### config.mk
export PLATFORM = sky130hd
export DESIGN_NAME = turbo_enc_ctrl
export DESIGN_NICKNAME = d
export VERILOG_FILES = /design/src/rtl/turbo_enc_ctrl.sv
export SDC_FILE = /design/constraint.sdc
export NUM_CORES = 1
export LEC_CHECK = 0
export ABC_AREA = 0
export BUFFER_PORTS_ARGS = -buffer_cell sky130_fd_sc_hd__buf_4
export CORE_ASPECT_RATIO = 2
export CORE_MARGIN = 1.5
export CORE_UTILIZATION = 55
export CTS_CLUSTER_DIAMETER = 120
export DETAILED_ROUTE_END_ITERATION = 10
export MAX_ROUTING_LAYER = met4
export PLACE_DENSITY = 0.76
export SYNTH_ARGS = -nofsm -noshare
export SYNTH_HDL_FRONTEND = slang
export SYNTH_SLANG_ARGS = --single-unit
### constraint.sdc
create_clock -name clk -period 2.47 [get_ports clk]
set_input_delay 0.494 -clock clk [delete_from_list [all_inputs] [get_ports clk]]
set_output_delay 0.494 -clock clk [all_outputs]
set_load 0.03 [all_outputs]
### src/rtl/turbo_enc_ctrl.sv
// Block sequencer for the LTE turbo encoder: reads one code block, drives both
// constituent encoders in lockstep, captures trellis termination and emits d0/d1/d2.
module turbo_enc_ctrl #(
    parameter int unsigned K_SMALL = 1056,
    parameter int unsigned K_LARGE = 6144,
    parameter int unsigned ADDR_W  = 13
) (
    input  logic              clk,
    input  logic              aclr,
    input  logic              start,
    input  logic              k_sel,
    output logic              busy,
    output logic              done,
    output logic              rd_en,
    output logic [ADDR_W-1:0] rd_addr,
    input  logic              mem_sys,
    input  logic              mem_int,
    output logic              enc_start,
    output logic              enc_k,
    output logic              c1,
    output logic              c2,
    input  logic              z1,
    input  logic              z2,
    input  logic              e1_q1,
    input  logic              e1_q2,
    input  logic              e2_q1,
    input  logic              e2_q2,
    output logic              d0,
    output logic              d1,
    output logic              d2,
    output logic              out_valid
);

    typedef enum logic [1:0] {IDLE, DATA, TAIL, FLUSH} state_t;

    state_t            state;
    logic [ADDR_W-1:0] k_last;
    logic [1:0]        sub;
    logic              data_v;
    logic [11:0]       tail;

    // Buffer data lands one cycle after each read; forced to 0 outside the data phase.
    assign c1 = data_v & mem_sys;
    assign c2 = data_v & mem_int;

    always_ff @(posedge clk) begin
        if (aclr) begin
            state     <= IDLE;
            k_last    <= '0;
            sub       <= 2'd0;
            data_v    <= 1'b0;
            tail      <= 12'd0;
            busy      <= 1'b0;
            done      <= 1'b0;
            rd_en     <= 1'b0;
            rd_addr   <= '0;
            enc_start <= 1'b0;
            enc_k     <= 1'b0;
            d0        <= 1'b0;
            d1        <= 1'b0;
            d2        <= 1'b0;
            out_valid <= 1'b0;
        end else begin
            enc_start <= 1'b0;
            done      <= 1'b0;
            out_valid <= 1'b0;
            d0        <= 1'b0;
            d1        <= 1'b0;
            d2        <= 1'b0;
            data_v    <= rd_en;
            case (state)
                IDLE: begin
                    if (start) begin
                        state     <= DATA;
                        busy      <= 1'b1;
                        enc_start <= 1'b1;
                        enc_k     <= k_sel;
                        rd_en     <= 1'b1;
                        rd_addr   <= '0;
                        k_last    <= k_sel ? ADDR_W'(K_LARGE - 1) : ADDR_W'(K_SMALL - 1);
                    end
                end
                DATA: begin
                    if (rd_en) begin
                        if (rd_addr == k_last) begin
                            rd_en   <= 1'b0;
                            rd_addr <= '0;
                        end else begin
                            rd_addr <= rd_addr + ADDR_W'(1);
                        end
                    end
                    if (data_v) begin
                        d0        <= c1;
                        d1        <= z1;
                        d2        <= z2;
                        out_valid <= 1'b1;
                        // Last data word: reads already stopped, so termination starts next.
                        if (!rd_en) begin
                            state <= TAIL;
                            sub   <= 2'd0;
                        end
                    end
                end
                TAIL: begin
                    tail <= {tail[7:0], e1_q1 ^ e1_q2, z1, e2_q1 ^ e2_q2, z2};
                    sub  <= sub + 2'd1;
                    if (sub == 2'd2) begin
                        state <= FLUSH;
                        sub   <= 2'd0;
                    end
                end
                FLUSH: begin
                    // tail[11:8], [7:4], [3:0] hold {x, z, x', z'} for steps K, K+1, K+2.
                    out_valid <= 1'b1;
                    case (sub)
                        2'd0:    {d0, d1, d2} <= {tail[11], tail[10], tail[7]};
                        2'd1:    {d0, d1, d2} <= {tail[6],  tail[3],  tail[2]};
                        2'd2:    {d0, d1, d2} <= {tail[9],  tail[8],  tail[5]};
                        default: {d0, d1, d2} <= {tail[4],  tail[1],  tail[0]};
                    endcase
                    sub <= sub + 2'd1;
                    if (sub == 2'd3) begin
                        done  <= 1'b1;
                        busy  <= 1'b0;
                        enc_k <= 1'b0;
                        state <= IDLE;
                    end
                end
                default: state <= IDLE;
            endcase
        end
    end

endmodule

Yosys cells after proc, flatten, opt, wreduce, memory -nomap -nowiden:

Index checks and enable logic that the tools add are counted.

* add/subtract/negate cells: 2
* equal/unequal tests: 13
* multiplexer cells: 36
* bitwise gates (word level): 6
* reduce and logical (&&, ||, !) cells: 13

Operators with widths (count)
* 2-to-1 mux 13 bit: 4
* case mux 13 bit (2 select lines): 1
* 2-to-1 mux 2 bit: 8
* case mux 1 bit (2 select lines): 7
* adder 13 x 1 -> 13 bit, second input constant: 1
* equality test 13 bit: 1
* inequality test 2 bit, second input constant: 6
* 2-to-1 mux 1 bit: 11
* case mux 1 bit (3 select lines): 3
* AND reduction 3 bit: 3
* equality test 2 bit, second input constant: 4
* case mux 2 bit (4 select lines): 1
* case mux 2 bit (3 select lines): 1
* AND reduction 5 bit: 1
* equality test 2 x 1 -> 1 bit, second input constant: 2
* logical NOT 2 bit: 2
* AND reduction 2 bit: 2
* nonzero test 2 bit: 2
* OR reduction 2 bit: 2
* nonzero test 3 bit: 1
* adder 2 x 1 -> 2 bit, second input constant: 1
* AND 1 bit: 2
* inverter 1 bit: 2
* bitwise XOR 1 bit: 2

* register bits: 52
* input port bits: 12
* output and inout bits: 24
* word-level logic and storage cells: 85

Longest topological paths before layout:

* word-level depth: 4
* mapped depth: 9
* depth with buffers taken out: 7

Least setup slack after synthesis:

Ideal clock, no wire load.

* path type: register to register
* from: reg rd_addr[8]
* to: reg rd_addr[3]
* setup time: 133 ps
* arrival: 1762 ps
* required time: 2337 ps
* path slack: 575 ps
* stages on the path, launching flop included: 7
* buffers on the path: 1
* period minus slack after synthesis: 1895 ps
* cell sequence: dfxtp_1 > or4_4 > a221oi_4 > a31oi_4 > buf_6 > nand4b_1 > a31oi_1

* longest elaborated chain between the ends: 4

RTL lines
* from (decl): line 15 `output logic [ADDR_W-1:0] rd_addr,`
* from (signal assigned): line 89 `rd_addr <= rd_addr + ADDR_W'(1);`
* equality test 13 bit: line 85 `if (rd_addr == k_last) begin`
* 2-to-1 mux 13 bit: line 85
* 2-to-1 mux 13 bit: line 84 `if (rd_en) begin`
* case mux 13 bit (2 select lines): line 71 `case (state)`

Every way passes these cells. The select of a mux whose other input is x is not followed.
A chain may end at the register's enable or synchronous reset.

Final worst setup path:

* from: reg state[0]
* to: reg rd_addr[12]

* longest elaborated chain between the ends: 3
* elaborated cells on any way between the ends: 7
* those cells by class: eq/ne (3); mux (1); reduce/logical (3)

RTL lines
* from (decl): line 36 `state_t state;`
* from (signal assigned): line 48 `state <= IDLE;`
* from (signal assigned): line 74 `state <= DATA;`
* from (signal assigned): line 99 `state <= TAIL;`
* equality test 2 x 1 -> 1 bit / logical NOT 2 bit (equally long branches): line 71
* inequality test 2 bit (no line) / nonzero test 2 bit (equally long branches)
* AND reduction 3 bit (no line)

Parallel ways exist; a longest one is shown, timed or not.

==> reports/qor.yml <==
die:
  dieHeight_um: 88.2
  die-area_um2: 4030
  ios: 36
  fp-row-count: 30
  start_util_pct: 58.5
  die_w_um: 45.6
  coreArea_um2: 3420
global_route:
  grt_antenna_before_repair: 0
  grt_max_degree: 38
  grt.overflow.total: 0
  first_global_vias: 1580
  grt_pass1_wl_mm: 6.90
  grt_usage_pct: 23.9
worst_setup_path:
  cp.arrival_ns: 2.27
  r2r_end: "rd_addr[12]$_SDFFE_PP0P_"
  crit_path_start_kind: "register"
  r2r_cells: 7
  required_ns: 2.66
  path_max_fanout: 10
  timing.rr.start: "state[0]$_SDFFE_PP0P_"
  setup.worst_path.end_class: "register"
  r2r_slack_ns: 0.38
  worstSetupPathType: "reg -> reg"
timing:
  worst_slew_pin_slew_ns: 0.662
  slew_headroom_pct: 55.5
  setup_ws_ns: 0.384
  setup_viol: 0
  slew_viol_final: 0
  final.setup.tns_ns: 0
  clock_skew_ns: 0.0106
  min_period_over_period_pct: 84.4
  rsz0062_at_grt: "no"
  finalCriticalPeriod_ns: 2.09
  fmax_ghz: 0.479
  finalHoldViolCount: 0
cts:
  ctsHoldBuffers: 0
  clock_sinks: 41
  tritoncts: "yes"
  clkTransAtPathRegs_ns: 0.08
  cts_buffer_depth: 2
  cts_buffers: 5
  cts_resized: 0
  post_cts_buffers: 0
  clock-root-buffer: "clkbuf_8"
  clock_latency_ns: 0.29
  htreeDepth: 2
cells_and_area:
  layout-drive-gt1-share_pct: 19.4
  antennaDiodeCount: 0
  area_delta_synth_final_pct: 18.3
  fin_nets: 278
job:
  drv_cap: 0
synthesis:
  netlist_area_um2: 2000
  yosysSeqAreaShare_pct: 41.1
  synth_edf_count: 0
  ys_ff_latch: 41
  avgSynthCellArea_um2: 8.88
  syn_nets: 246
  ys_types: 41
  synthCells: 225
  ys.flop_type: "dfxtp_1"
  yosys_warnings: 0
  async_flop_share_pct: 0
pwr:
  pwr-share-seq_pct: 39.6
  p_int_mw: 1.27
  p_sw_mw: 0.840
  leakagePower_nw: 0.929
  p_clk_share_pct: 19.9
  powerDensity_nw_per_um2: 894
  ir_drop_v: 0.000593
  comb_power_share_pct: 40.6
  p_sw_share_pct: 39.8
placed_design:
  dp_hpwl_mm: 3.08
  port_buffers: 35
  gp_congestion: 0.800
  place_ws_ns: 0.394
detailed_routing:
  postRouteAntennaNets: 0
  drtPass1Iterations: 4
  routed_via_density: 5.56
  wl_mm: 4.17
  vias: 1700
  route.detailed.drc: 0
  drt-initial-drc-count: 44
  wire_per_inst_um: 13.6
min_path:
  holdPathStages: 3
  hold_end: "tail[2]$_SDFFE_PP0P_"
  hp-class: "in -> reg"
  min_from: "z1"
run_status:
  status: "completed"
## cells by family after synthesis
kind of cell / Yosys count / synth area share, %
AO/OA/AOI/OAI: 43 / 17.0
XOR/XNOR: 8 / 3.51
adder cells (fa/ha/maj): 9 / 5.64
buffers and inverters: 20 / 4.26
flip-flops: 41 / 41.1
multiplexers: 12 / 6.01
AND/OR/NAND/NOR: 92 / 22.5
## synth_stat cells (2+ instances only)
| master | number | area share [%] |
|---|---|---|
| a21o_1 | 2 | 0.75 |
| xnor2_1 | 2 | 0.88 |
| inv_1 | 8 | 1.5 |
| a32oi_1 | 2 | 0.88 |
| nand4_1 | 6 | 1.9 |
| a211oi_1 | 5 | 1.9 |
| a22oi_1 | 3 | 1.1 |
| a31oi_1 | 3 | 0.94 |
| a21oi_1 | 12 | 3.0 |
| nor2_1 | 33 | 6.2 |
| nor4_1 | 3 | 0.94 |
| o21ai_1 | 7 | 1.8 |
| nand3b_1 | 2 | 0.75 |
| buf_2 | 2 | 0.50 |
| a222oi_1 | 3 | 1.5 |
| nor3_1 | 4 | 1.0 |
| nand2_1 | 19 | 3.6 |
| and2_1 | 3 | 0.94 |
| ha_1 | 9 | 5.6 |
| nand2b_1 | 4 | 1.3 |
| clkbuf_1 | 9 | 1.7 |
| mux2i_1 | 12 | 6.0 |
| and3_1 | 2 | 0.63 |
| xor2_1 | 6 | 2.6 |
| dfxtp_1 | 41 | 41 |
| nor2b_1 | 2 | 0.63 |
| nand3_1 | 6 | 1.5 |
| nand4b_1 | 2 | 0.88 |
## sequential cells by signal, summed over array words and instances (netlist names)
register,flops
busy,1
d0,1
d1,1
d2,1
data_v,1
done,1
enc_k,1
enc_start,1
k_last,2
out_valid,1
rd_addr,13
rd_en,1
state,2
sub,2
tail,12
## layout by cell type (no fill, tap or decap), types with 2 or more instances in the layout
cell type | netlist | final
a31oi_1 | 3 | 3
a21o_1 | 2 | 2
nand2_1 | 19 | 19
nand4_1 | 6 | 6
nor4_1 | 3 | 3
inv_1 | 8 | 8
xor2_1 | 6 | 6
clkinv_2 | 0 | 2
nand2b_1 | 4 | 4
nor2b_1 | 2 | 2
nor2_1 | 33 | 33
nand3_1 | 6 | 6
and3_1 | 2 | 2
a32oi_1 | 2 | 2
a222oi_1 | 3 | 3
xnor2_1 | 2 | 2
o21ai_1 | 7 | 7
nor3_1 | 4 | 4
ha_1 | 9 | 9
and2_1 | 3 | 3
a211oi_1 | 5 | 5
mux2i_1 | 12 | 12
clkbuf_8 | 0 | 5
dfxtp_1 | 41 | 41
a22oi_1 | 3 | 3
nand4b_1 | 2 | 2
a21oi_1 | 12 | 12
nand3b_1 | 2 | 2
buf_4 | 0 | 37
## metrics by stage
stage          power, mW  instances  util (%)  hold slack, ns  cell area, um2
2_1_floorplan       1.51        225         -           0.461            2000
3_3_place_gp        1.69        298      66.8           0.487            2280
3_5_place_dp        1.71        298      66.8           0.485            2280
4_1_cts             2.13        306      69.2           0.449            2360
5_1_grt             2.26        306      69.2           0.458            2360
6_report            2.11        306      69.2           0.453            2360
## worst max path at each step
| stage | cells past startpoint | slack, ns | startpoint | end |
|---|---|---|---|---|
| finish | 7 | 0.38 | state[0]$_SDFFE_PP0P_ | rd_addr[12]$_SDFFE_PP0P_ |
| CTS | 7 | 0.38 | state[0]$_SDFFE_PP0P_ | rd_addr[12]$_SDFFE_PP0P_ |
| global placement | 7 | 0.53 | state[1]$_SDFFE_PP0P_ | rd_addr[12]$_SDFFE_PP0P_ |
| global route | 7 | 0.19 | state[0]$_SDFFE_PP0P_ | rd_addr[12]$_SDFFE_PP0P_ |
| floorplan | 6 | 0.58 | rd_addr[8]$_SDFFE_PP0P_ | rd_addr[3]$_SDFFE_PP0P_ |
| detailed placement | 7 | 0.39 | state[0]$_SDFFE_PP0P_ | rd_addr[12]$_SDFFE_PP0P_ |
## power by group through the flow
stage	Clock, mW	Sequential (mW)	Combinational [mW]
after floorplan	0	0.881	0.631
after global placement	0	0.849	0.845
after detailed placement	0	0.851	0.858
after CTS	0.432	0.836	0.865
after global routing	0.460	0.847	0.948
final	0.419	0.836	0.857
## cell type report
type                       instances  area, um2
clock buffer                       6       72.6
clock inverter                     2       10.0
fill                             300       1050
inverter                           8       30.0
multi-input combinational        164       1090
sequential                        41        821
tap                               48       60.1
timing repair buffer              37        278
## layer usage
metal	vias up	track usage [%]	routed length (um)
met1	792	23.8	1610
met4	0	9.63	89
met5	-	-	0
met3	10	3.67	109
met2	36	43.4	2360
li1	862	-	-
## worst max-delay path, stage by stage (launching register included)
cell and delay [ns]:
dfxtp_1 0.37, inv_1 0.09, ha_1 0.31, nor2b_1 0.20, nor4_1 0.60, nand4_1 0.19, xor2_1 0.17, nor2_1 0.05
No activity file was read; power rests on OpenSTA's default activity.
